==> src/rtl/bnn_bus_master.sv <==
// Bus initiator for the BNN accelerator data port: runs ini / acc / pool / norm
// commands for one output word, then reads back the 32 activation bits.
module bnn_bus_master #(
   parameter int DRAIN_CYC = 3,
   parameter int NACC_W    = 10
) (
   input  logic              clk,
   input  logic              rst,
   input  logic              start,
   output logic              busy,
   output logic              done,
   output logic              err,
   input  logic [15:0]       cfg_bias,
   input  logic [NACC_W-1:0] cfg_nacc,
   input  logic [2:0]        cfg_npool,
   input  logic [9:0]        cfg_prow,
   input  logic [9:0]        cfg_nrow,
   input  logic              cfg_norm8,
   input  logic              in_valid,
   input  logic [31:0]       in_data,
   output logic              in_ready,
   output logic              out_valid,
   output logic [31:0]       out_data,
   input  logic              out_ready,
   output logic              p_req,
   output logic              p_we,
   output logic [3:0]        p_be,
   output logic [31:0]       p_addr,
   output logic [31:0]       p_wdata,
   input  logic              p_gnt,
   input  logic              p_rvalid,
   input  logic [31:0]       p_rdata,
   input  logic              p_err
);

   typedef enum logic [3:0] {
      S_IDLE, S_INI, S_ACC_POP, S_ACC, S_POOL, S_NORM, S_DRAIN, S_READ, S_OUT
   } state_t;

   localparam int KW  = NACC_W + 1;
   localparam int DCW = (DRAIN_CYC > 1) ? $clog2(DRAIN_CYC) : 1;
   localparam logic [DCW-1:0] DRAIN_LAST = DCW'((DRAIN_CYC > 0) ? DRAIN_CYC - 1 : 0);

   state_t state, state_nx;

   logic [15:0]       bias_r;
   logic [NACC_W-1:0] nacc_r;
   logic [2:0]        npool_r;
   logic [9:0]        prow_r;
   logic [9:0]        nrow_r;
   logic              norm8_r;
   logic [NACC_W-1:0] k;
   logic [2:0]        pos;
   logic [31:0]       acc_word;
   logic              waiting;
   logic [DCW-1:0]    drain_cnt;
   logic [9:0]        row;
   logic              resp;
   logic              resp_ok;
   logic              last_k;
   logic              last_pos;

   // waiting marks a granted request whose response has not yet arrived
   assign resp     = waiting && p_rvalid;
   assign resp_ok  = resp && !p_err;
   assign row      = prow_r + 10'(k);
   assign last_k   = ({1'b0, k} + KW'(1)) >= {1'b0, nacc_r};
   assign last_pos = ({1'b0, pos} + 4'd1) >= {1'b0, npool_r};
   assign busy     = (state != S_IDLE);

   always_ff @(posedge clk) begin
      if (rst) state <= S_IDLE;
      else     state <= state_nx;
   end

   always_comb begin
      state_nx  = state;
      p_req     = 1'b0;
      p_we      = 1'b0;
      p_be      = 4'h0;
      p_addr    = 32'h0;
      p_wdata   = 32'h0;
      in_ready  = 1'b0;
      out_valid = 1'b0;
      case (state)
         S_IDLE: begin
            if (start) state_nx = S_INI;
         end
         S_INI: begin
            p_req   = !waiting;
            p_we    = 1'b1;
            p_be    = 4'hF;
            p_addr  = 32'h0000_1000;
            p_wdata = {16'h0, bias_r};
            if (resp_ok) state_nx = (nacc_r == '0) ? S_POOL : S_ACC_POP;
         end
         S_ACC_POP: begin
            in_ready = 1'b1;
            if (in_valid) state_nx = S_ACC;
         end
         S_ACC: begin
            p_req   = !waiting;
            p_we    = 1'b1;
            p_be    = 4'hF;
            p_addr  = {20'h0, row, 2'b00};
            p_wdata = acc_word;
            if (resp_ok) state_nx = last_k ? S_POOL : S_ACC_POP;
         end
         S_POOL: begin
            p_req   = !waiting;
            p_we    = 1'b1;
            p_be    = 4'hF;
            p_addr  = 32'h0000_1004;
            p_wdata = {16'h0, bias_r};
            if (resp_ok) begin
               if (last_pos)             state_nx = S_NORM;
               else if (nacc_r == '0)    state_nx = S_POOL;
               else                      state_nx = S_ACC_POP;
            end
         end
         S_NORM: begin
            p_req  = !waiting;
            p_we   = 1'b1;
            p_be   = norm8_r ? 4'b1001 : 4'b1011;
            p_addr = {20'h0, nrow_r, 2'b00};
            if (resp_ok) state_nx = (DRAIN_CYC == 0) ? S_READ : S_DRAIN;
         end
         S_DRAIN: begin
            if (drain_cnt == DRAIN_LAST) state_nx = S_READ;
         end
         S_READ: begin
            p_req  = !waiting;
            p_be   = 4'hF;
            p_addr = 32'h0000_100C;
            if (resp_ok) state_nx = S_OUT;
         end
         S_OUT: begin
            out_valid = 1'b1;
            if (out_ready) state_nx = S_IDLE;
         end
         default: state_nx = S_IDLE;
      endcase
      // an error response aborts from any bus state
      if (resp && p_err) state_nx = S_IDLE;
      if (!p_req) begin
         p_we    = 1'b0;
         p_be    = 4'h0;
         p_addr  = 32'h0;
         p_wdata = 32'h0;
      end
   end

   // configuration, loop counters, bus handshake tracking and result capture
   always_ff @(posedge clk) begin
      if (rst) begin
         bias_r    <= '0;
         nacc_r    <= '0;
         npool_r   <= '0;
         prow_r    <= '0;
         nrow_r    <= '0;
         norm8_r   <= 1'b0;
         k         <= '0;
         pos       <= '0;
         acc_word  <= '0;
         waiting   <= 1'b0;
         drain_cnt <= '0;
         out_data  <= '0;
         done      <= 1'b0;
         err       <= 1'b0;
      end else begin
         done <= 1'b0;
         if (p_req && p_gnt)  waiting <= 1'b1;
         else if (resp)       waiting <= 1'b0;
         if (state == S_IDLE && start) begin
            bias_r  <= cfg_bias;
            nacc_r  <= cfg_nacc;
            npool_r <= (cfg_npool == 3'd0) ? 3'd1 : cfg_npool;
            prow_r  <= cfg_prow;
            nrow_r  <= cfg_nrow;
            norm8_r <= cfg_norm8;
            k       <= '0;
            pos     <= '0;
            err     <= 1'b0;
         end
         if (state == S_ACC_POP && in_valid) acc_word <= in_data;
         if (state == S_ACC && resp_ok)      k <= k + NACC_W'(1);
         if (state == S_POOL && resp_ok) begin
            pos <= pos + 3'd1;
            k   <= '0;
         end
         if (state == S_NORM)  drain_cnt <= '0;
         if (state == S_DRAIN) drain_cnt <= drain_cnt + DCW'(1);
         if (state == S_READ && resp_ok) out_data <= p_rdata;
         if (state == S_OUT && out_ready) done <= 1'b1;
         if (resp && p_err) begin
            err  <= 1'b1;
            done <= 1'b1;
         end
      end
   end

endmodule

==> config.mk <==
export PLATFORM = sky130hd
export DESIGN_NAME = bnn_bus_master
export DESIGN_NICKNAME = d
export VERILOG_FILES = /design/src/rtl/bnn_bus_master.sv
export SDC_FILE = /design/constraint.sdc
export NUM_CORES = 1
export LEC_CHECK = 0
export BUFFER_PORTS_ARGS = -buffer_cell sky130_fd_sc_hd__buf_2
export CAP_MARGIN = 20
export CORE_MARGIN = 1
export CORE_UTILIZATION = 55
export CTS_BUF_LIST = sky130_fd_sc_hd__clkbuf_4
export DETAILED_ROUTE_END_ITERATION = 8
export PLACE_DENSITY = 0.95
export SLEW_MARGIN = 30
export SYNTH_ARGS = -nofsm -noshare
export SYNTH_HDL_FRONTEND = slang
export SYNTH_SLANG_ARGS = --single-unit
==> constraint.sdc <==
create_clock -name clk -period 7.4 [get_ports clk]
set_input_delay 1.11 -clock clk [delete_from_list [all_inputs] [get_ports clk]]
set_output_delay 1.11 -clock clk [all_outputs]
set_load 0.005 [all_outputs]
==> results of run 1 <==
[per-layer routing]
layer	wire length, um	share of wire	up-vias
met4	376	0.021	0
li1	-	-	3210
met3	1220	0.070	42
met2	8950	0.51	274
met1	6990	0.40	2985
met5	0	0	-
[synth_stat cells (3+ instances only)]
library cell | n | area (sq um)
a22oi_1 | 28 | 210
a21o_1 | 5 | 37.5
buf_6 | 4 | 45.0
o21a_1 | 4 | 30.0
and2_1 | 4 | 25.0
nand3_1 | 6 | 30.0
o21ai_1 | 5 | 25.0
nand2b_1 | 3 | 18.8
nor3_1 | 12 | 60.1
a31oi_1 | 4 | 25.0
xor2_1 | 7 | 61.3
a22o_1 | 4 | 35.0
o21bai_1 | 3 | 22.5
a21oi_1 | 136 | 681
o211ai_1 | 3 | 22.5
and3_1 | 23 | 144
inv_1 | 19 | 71.3
a211oi_1 | 3 | 22.5
nor2_1 | 52 | 195
o21ai_0 | 8 | 40.0
nand2_1 | 243 | 912
xnor2_1 | 13 | 114
ha_1 | 25 | 313
buf_2 | 13 | 65.1
nor2b_1 | 3 | 18.8
clkbuf_1 | 34 | 128
dfxtp_1 | 136 | 2720
buf_4 | 23 | 173
[power by group through the flow]
stage / sequential (W) / combinational, W / clock, W
2_1_floorplan: 0.000845 / 0.000436 / 0
5_1_grt: 0.000875 / 0.000606 / 0.000492
6_report: 0.000866 / 0.000550 / 0.000453
3_3_place_gp: 0.000877 / 0.000524 / 0
4_1_cts: 0.000864 / 0.000544 / 0.000457
3_5_place_dp: 0.000880 / 0.000541 / 0
[flip-flops by register name (all words and copies together) (netlist names)]
name	flops
acc_word	32
k	10
bias_r	16
waiting	1
drain_cnt	2
done	1
err	1
npool_r	3
pos	3
out_data	32
state	4
nacc_r	10
norm8_r	1
prow_r	10
nrow_r	10
[stage by stage]
stage | total power [W] | instance area [sq um] | hold slack (ns) | util | worst slack [ns]
after global placement | 0.00140 | 7540 | 0.438 | 0.649 | 3.69
after CTS | 0.00187 | 7810 | 0.461 | 0.672 | 3.00
final | 0.00187 | 7820 | 0.461 | 0.673 | 2.97
after detailed placement | 0.00142 | 7550 | 0.444 | 0.650 | 3.59
after global routing | 0.00197 | 7820 | 0.482 | 0.673 | 2.75
after floorplan | 0.00128 | 6720 | 0.432 | - | 4.37
[cells by family after synthesis]
| kind of cell | count (synthesis) |
|---|---|
| and+or+nand+nor | 362 |
| AOI/OAI and AO/OA | 217 |
| DFF | 136 |
| buffers and inverters | 99 |
| adders and majority gates | 26 |
| xor gates and xnor gates | 20 |
| muxes | 2 |
| other | 1 |
[layout make-up]
type,count,area (sq um),share of cell area
Clock buffer,17,128,0.0163
Timing Repair Buffer,210,1060,0.136
Sequential cell,136,2720,0.348
Multi-Input combinational cell,648,3520,0.451
Inverter,20,77.6,0.00992
Tap cell,143,179,0.0229
Clock inverter,15,128,0.0163
[worst reg2reg max path: stages (launching register included)]
cell      delay, ns
dfxtp_1        0.51
ha_1           0.26
and3_1         0.21
and3_1         0.21
xor2_1         0.22
ha_1           0.28
a211o_1        0.32
a211o_1        0.27
a31oi_1        0.23
o211ai_1       0.17
a21oi_2        0.18
[worst paths after layout]
path	depth (start not counted)	to	slack (ns)	from
hold reg to reg	2	out_data[1]	0.46	out_data[1]
setup / recovery	7	p_addr[11]	2.97	state[2]
setup reg to reg	10	state[1]	4.48	k[0]
hold / removal	2	out_data[1]	0.46	out_data[1]
==> results.toml, run 1 <==
[placement]
hpwlAfterDp_mm = 12.5
place_inst = 1157
gp_congestion = 0.872
portBuffers = 207

[critical_path]
cpMaxStageDelayCell = "dfxtp_1"
startpoint_type = "flip-flop"
crit_chain = "and2b_4, nor2_4, or3_1, inv_4, and2_1, a22o_1, buf_2"
max_stage_delay_ns = 0.76
crit_arrival_ns = 3.32
path_buf_inv = 2
cp_max_fo = 23
critical_path_class = "flip-flop to output port"
crit_required_ns = 6.29
cp_top_family = "simple AND/OR/NAND/NOR gates"
end_kind = "output port"

[flow_run]
cap_violations = 0

[logic_synthesis]
synth_ff_type = "dfxtp_1"
synth_top_family_by_area = "simple AND/OR/NAND/NOR gates"
synthCells = 863
yosysSeqAreaShare = 0.410
synth_warnings = 0
synth.mux.area_fraction = 0.00320
async_reset_ff_frac = 0
synth_xor_area_frac = 0.0264
syn_area_sq_um = 6650
syn_avg_cell_area_sq_um = 7.70
synth_cell_types = 60
synthSimpleGateAreaFrac = 0.235
synth_compound_area_frac = 0.195
ys_ff_latch = 136
synthAdderAreaFrac = 0.0501
synth_edf_count = 0

[drt]
drtIter0Drc = 501
post-route-drc-count = 6
drtPass1Iterations = 9
routed_wl_mm = 17.5
routedWlPerCell_um = 14.7
via_per_inst = 5.48
antenna_left = 0
dr_total_vias = 6511

[timing]
maxSlewViolCount = 0
rsz0062_at_grt = "no"
setup_tns_ns = 0
worst_pin_slew_ns = 0.922
setup_viol = 0
period_needed_ns = 4.43
maxSlewHeadroom = 0.385
worst_clock_skew_ns = 0.0151
fin_crit_sh = 0.598
hold_viol = 0
timing.fmax_mhz = 226

[final_layout]
final_cell_count_no_fill = 1189
fillers = 961
mostFrequentLayoutCells = "241 x nand2_1, 206 x buf_2, 136 x a21oi_1, 136 x dfxtp_1, 52 x nor2_1"
layout_commonest_cell = "nand2_1"
drive_above_1_share = 0.254
n_antenna_cell = 0
fin_nets = 1181
syn2layout_area_growth_pct = 17.6

[clock_tree]
htreeDepth = 4
cts_buffer_depth = 2
clk_latency_ns = 0.52
cts_setup_buffers = 0
cts_tree = "yes"
clkTransAtPathRegs_ns = 0.12
ctsHoldBuffers = 0
cts_inserted_buffers = 17
cts_num_sinks = 136
ctsResizeCount = 0
root_buffer = "clkbuf_4"

[pwr]
seqPwrFrac = 0.463
power.leakage_nw = 3.48
vdd_drop_max_v = 0.000189
p_per_area_nw_per_um2 = 239
p_comb_frac = 0.294
p_clk_frac = 0.242
p_sw_frac = 0.378
power.switching_w = 0.000708
intPower_w = 0.00116

[global_route]
top_usage_layer = "met2"
grt_pass1_wl_mm = 28.2
grtUsageMet1 = 0.328
antenna_found_initial = 0
grt_util_all_layers = 0.280
first_global_vias = 5981
grt_use_met3 = 0.0735
met2_usage = 0.493
overflow = 0
grt_max_degree = 71

[worst_hold_path]
hold_class = "flip-flop to flip-flop"

[status]
status = "finished with violations"
violations = "DRC"

[die]
rows = 39
initial_core_util = 0.572
core-area_sq_um = 11600
die_h_um = 112
fp.dieW_um = 112
die-area_sq_um = 12500
ios = 229
Note: power is estimated with default switching activity, not from simulation.
==> run 2: changes to the inputs <==
- CORE_UTILIZATION: 55 -> 47
- PLACE_DENSITY: 0.95 -> 0.87
- clock period: 7.4 -> 4.05 ns (I/O delays scaled with it)
==> results.toml, run 2 (synthesis gave the netlist of run 1 again) <==
[critical_path]
startpoint_type = "flip-flop"
crit_arrival_ns = 3.02
startpoint = "state[0]"
reg2reg_slack_ns = 1.20
timing.rr.end = "state[1]"
crit_chain = "inv_1, nor3_4, buf_4, a22oi_1, nor2_1, buf_2"
critical_path_class = "flip-flop to output port"
max_stage_delay_ns = 0.81
crit_required_ns = 3.44
end_kind = "output port"
reg2reg_from = "k[1]"
rr_worst_depth = 10
cpMaxStageDelayCell = "dfxtp_1"
cp_max_fo = 19
endpoint = "p_wdata[13]"

[global_route]
grt_util_all_layers = 0.238
grt_pass1_wl_mm = 27.5
antenna_found_initial = 1
overflow = 0
first_global_vias = 5803
grt_max_degree = 74

[drt]
via_per_inst = 5.23
antenna_left = 0
dr_total_vias = 6434
routed_wl_mm = 17.6
post-route-drc-count = 2
drtIter0Drc = 375
routedWlPerCell_um = 14.3
drtPass1Iterations = 7

[final_layout]
reg.largest.list = "acc_word (32), out_data (32), bias_r (16)"
final_core_util = 0.572
fillers = 1295
mostFrequentLayoutCells = "241 x nand2_1, 206 x buf_2, 136 x a21oi_1, 136 x dfxtp_1, 52 x nor2_1"
drive_above_1_share = 0.258
seqCellArea_sq_um = 2720
syn2layout_area_growth_pct = 19.0
multi_input_area_sq_um = 3510
layout_commonest_cell = "nand2_1"
fin_nets = 1185

[timing]
timing.fmax_mhz = 276
hold_viol = 0
worst_clock_skew_ns = 0.0195
maxSlewViolCount = 0
maxSlewHeadroom = 0.466
rsz0062_at_grt = "no"
worst_pin_slew_ns = 0.801
setup_tns_ns = 0
setup_slack_ns = 0.424
fin_crit_sh = 0.895
setup_viol = 0
period_needed_ns = 3.63

[pwr]
total_power_w = 0.00352
p_per_area_nw_per_um2 = 444
vdd_drop_max_v = 0.000314
power.leakage_nw = 3.51

[clock_tree]
cts_num_sinks = 136
cts_tree = "yes"
ctsHoldBuffers = 0
clk_latency_ns = 0.56
cts_setup_buffers = 0
root_buffer = "clkbuf_4"
ctsResizeCount = 0
cts_inserted_buffers = 17
cts_buffer_depth = 2
htreeDepth = 4
clkTransAtPathRegs_ns = 0.15

[die]
initial_core_util = 0.481
ios = 229
core-area_sq_um = 13800
rows = 43
die_h_um = 121
die-area_sq_um = 14600
fp.dieW_um = 121

[status]
status = "finished with violations"
violations = "DRC"

[placement]
gp_congestion = 0.876
dp_slack_ns = 1.08
portBuffers = 207
hpwlAfterDp_mm = 12.6

[worst_hold_path]
hold_class = "input pin to flip-flop"

[flow_run]
cap_violations = 0
[run 2: critical path, delay by kind of cell, from the launching register on]
kind,cells,cell delay (ns)
DFF,1,0.81
buffers and inverters,3,0.71
AOI/OAI and AO/OA,1,0.11
and+or+nand+nor,2,0.83
[run 2: how the worst min path moves through the flow]
stage                      start           end  slack (ns)  cells past startpoint
floorplan           acc_word[16]  acc_word[16]        0.43                      2
global placement     out_data[2]   out_data[2]        0.44                      2
detailed placement  acc_word[17]  acc_word[17]        0.44                      2
CTS                 cfg_bias[14]    bias_r[14]        0.22                      3
global route         p_rdata[20]  out_data[20]        0.21                      3
finish               p_rdata[22]  out_data[22]        0.26                      3
[run 2: metrics by stage]
stage / instance area, sq um / hold slack, ns / cells
global placement: 7610 / 0.438 / 1198
global route: 7910 / 0.210 / 1231
finish: 7910 / 0.256 / 1231
CTS: 7900 / 0.215 / 1230
floorplan: 6720 / 0.432 / 883
detailed placement: 7620 / 0.443 / 1198
[run 2: per-layer routing]
metal | track usage | share of wire | wire length (um) | vias up
li1 | - | - | - | 3222
met1 | 0.286 | 0.43 | 7490 | 2938
met2 | 0.398 | 0.48 | 8410 | 244
met3 | 0.0681 | 0.072 | 1270 | 30
met4 | 0.0957 | 0.023 | 408 | 0
met5 | 0 | 0 | 0 | -
[run 2: power by group]
| part | total, W | internal, W | switching [W] |
|---|---|---|---|
| clock | 0.000907 | 0.000329 | 0.000578 |
| sequential | 0.00159 | 0.00146 | 0.000123 |
| combinational | 0.00102 | 0.000371 | 0.000653 |
| total | 0.00352 | 0.00216 | 0.00135 |
[run 2: cell type report]
cell class | count | share of cell area
Timing Repair Buffer | 214 | 0.138
Antenna cell | 1 | 0.000316
Clock buffer | 17 | 0.0161
Multi-Input combinational cell | 648 | 0.444
Inverter | 20 | 0.00980
Clock inverter | 15 | 0.0196
Tap cell | 180 | 0.0285
Sequential cell | 136 | 0.344
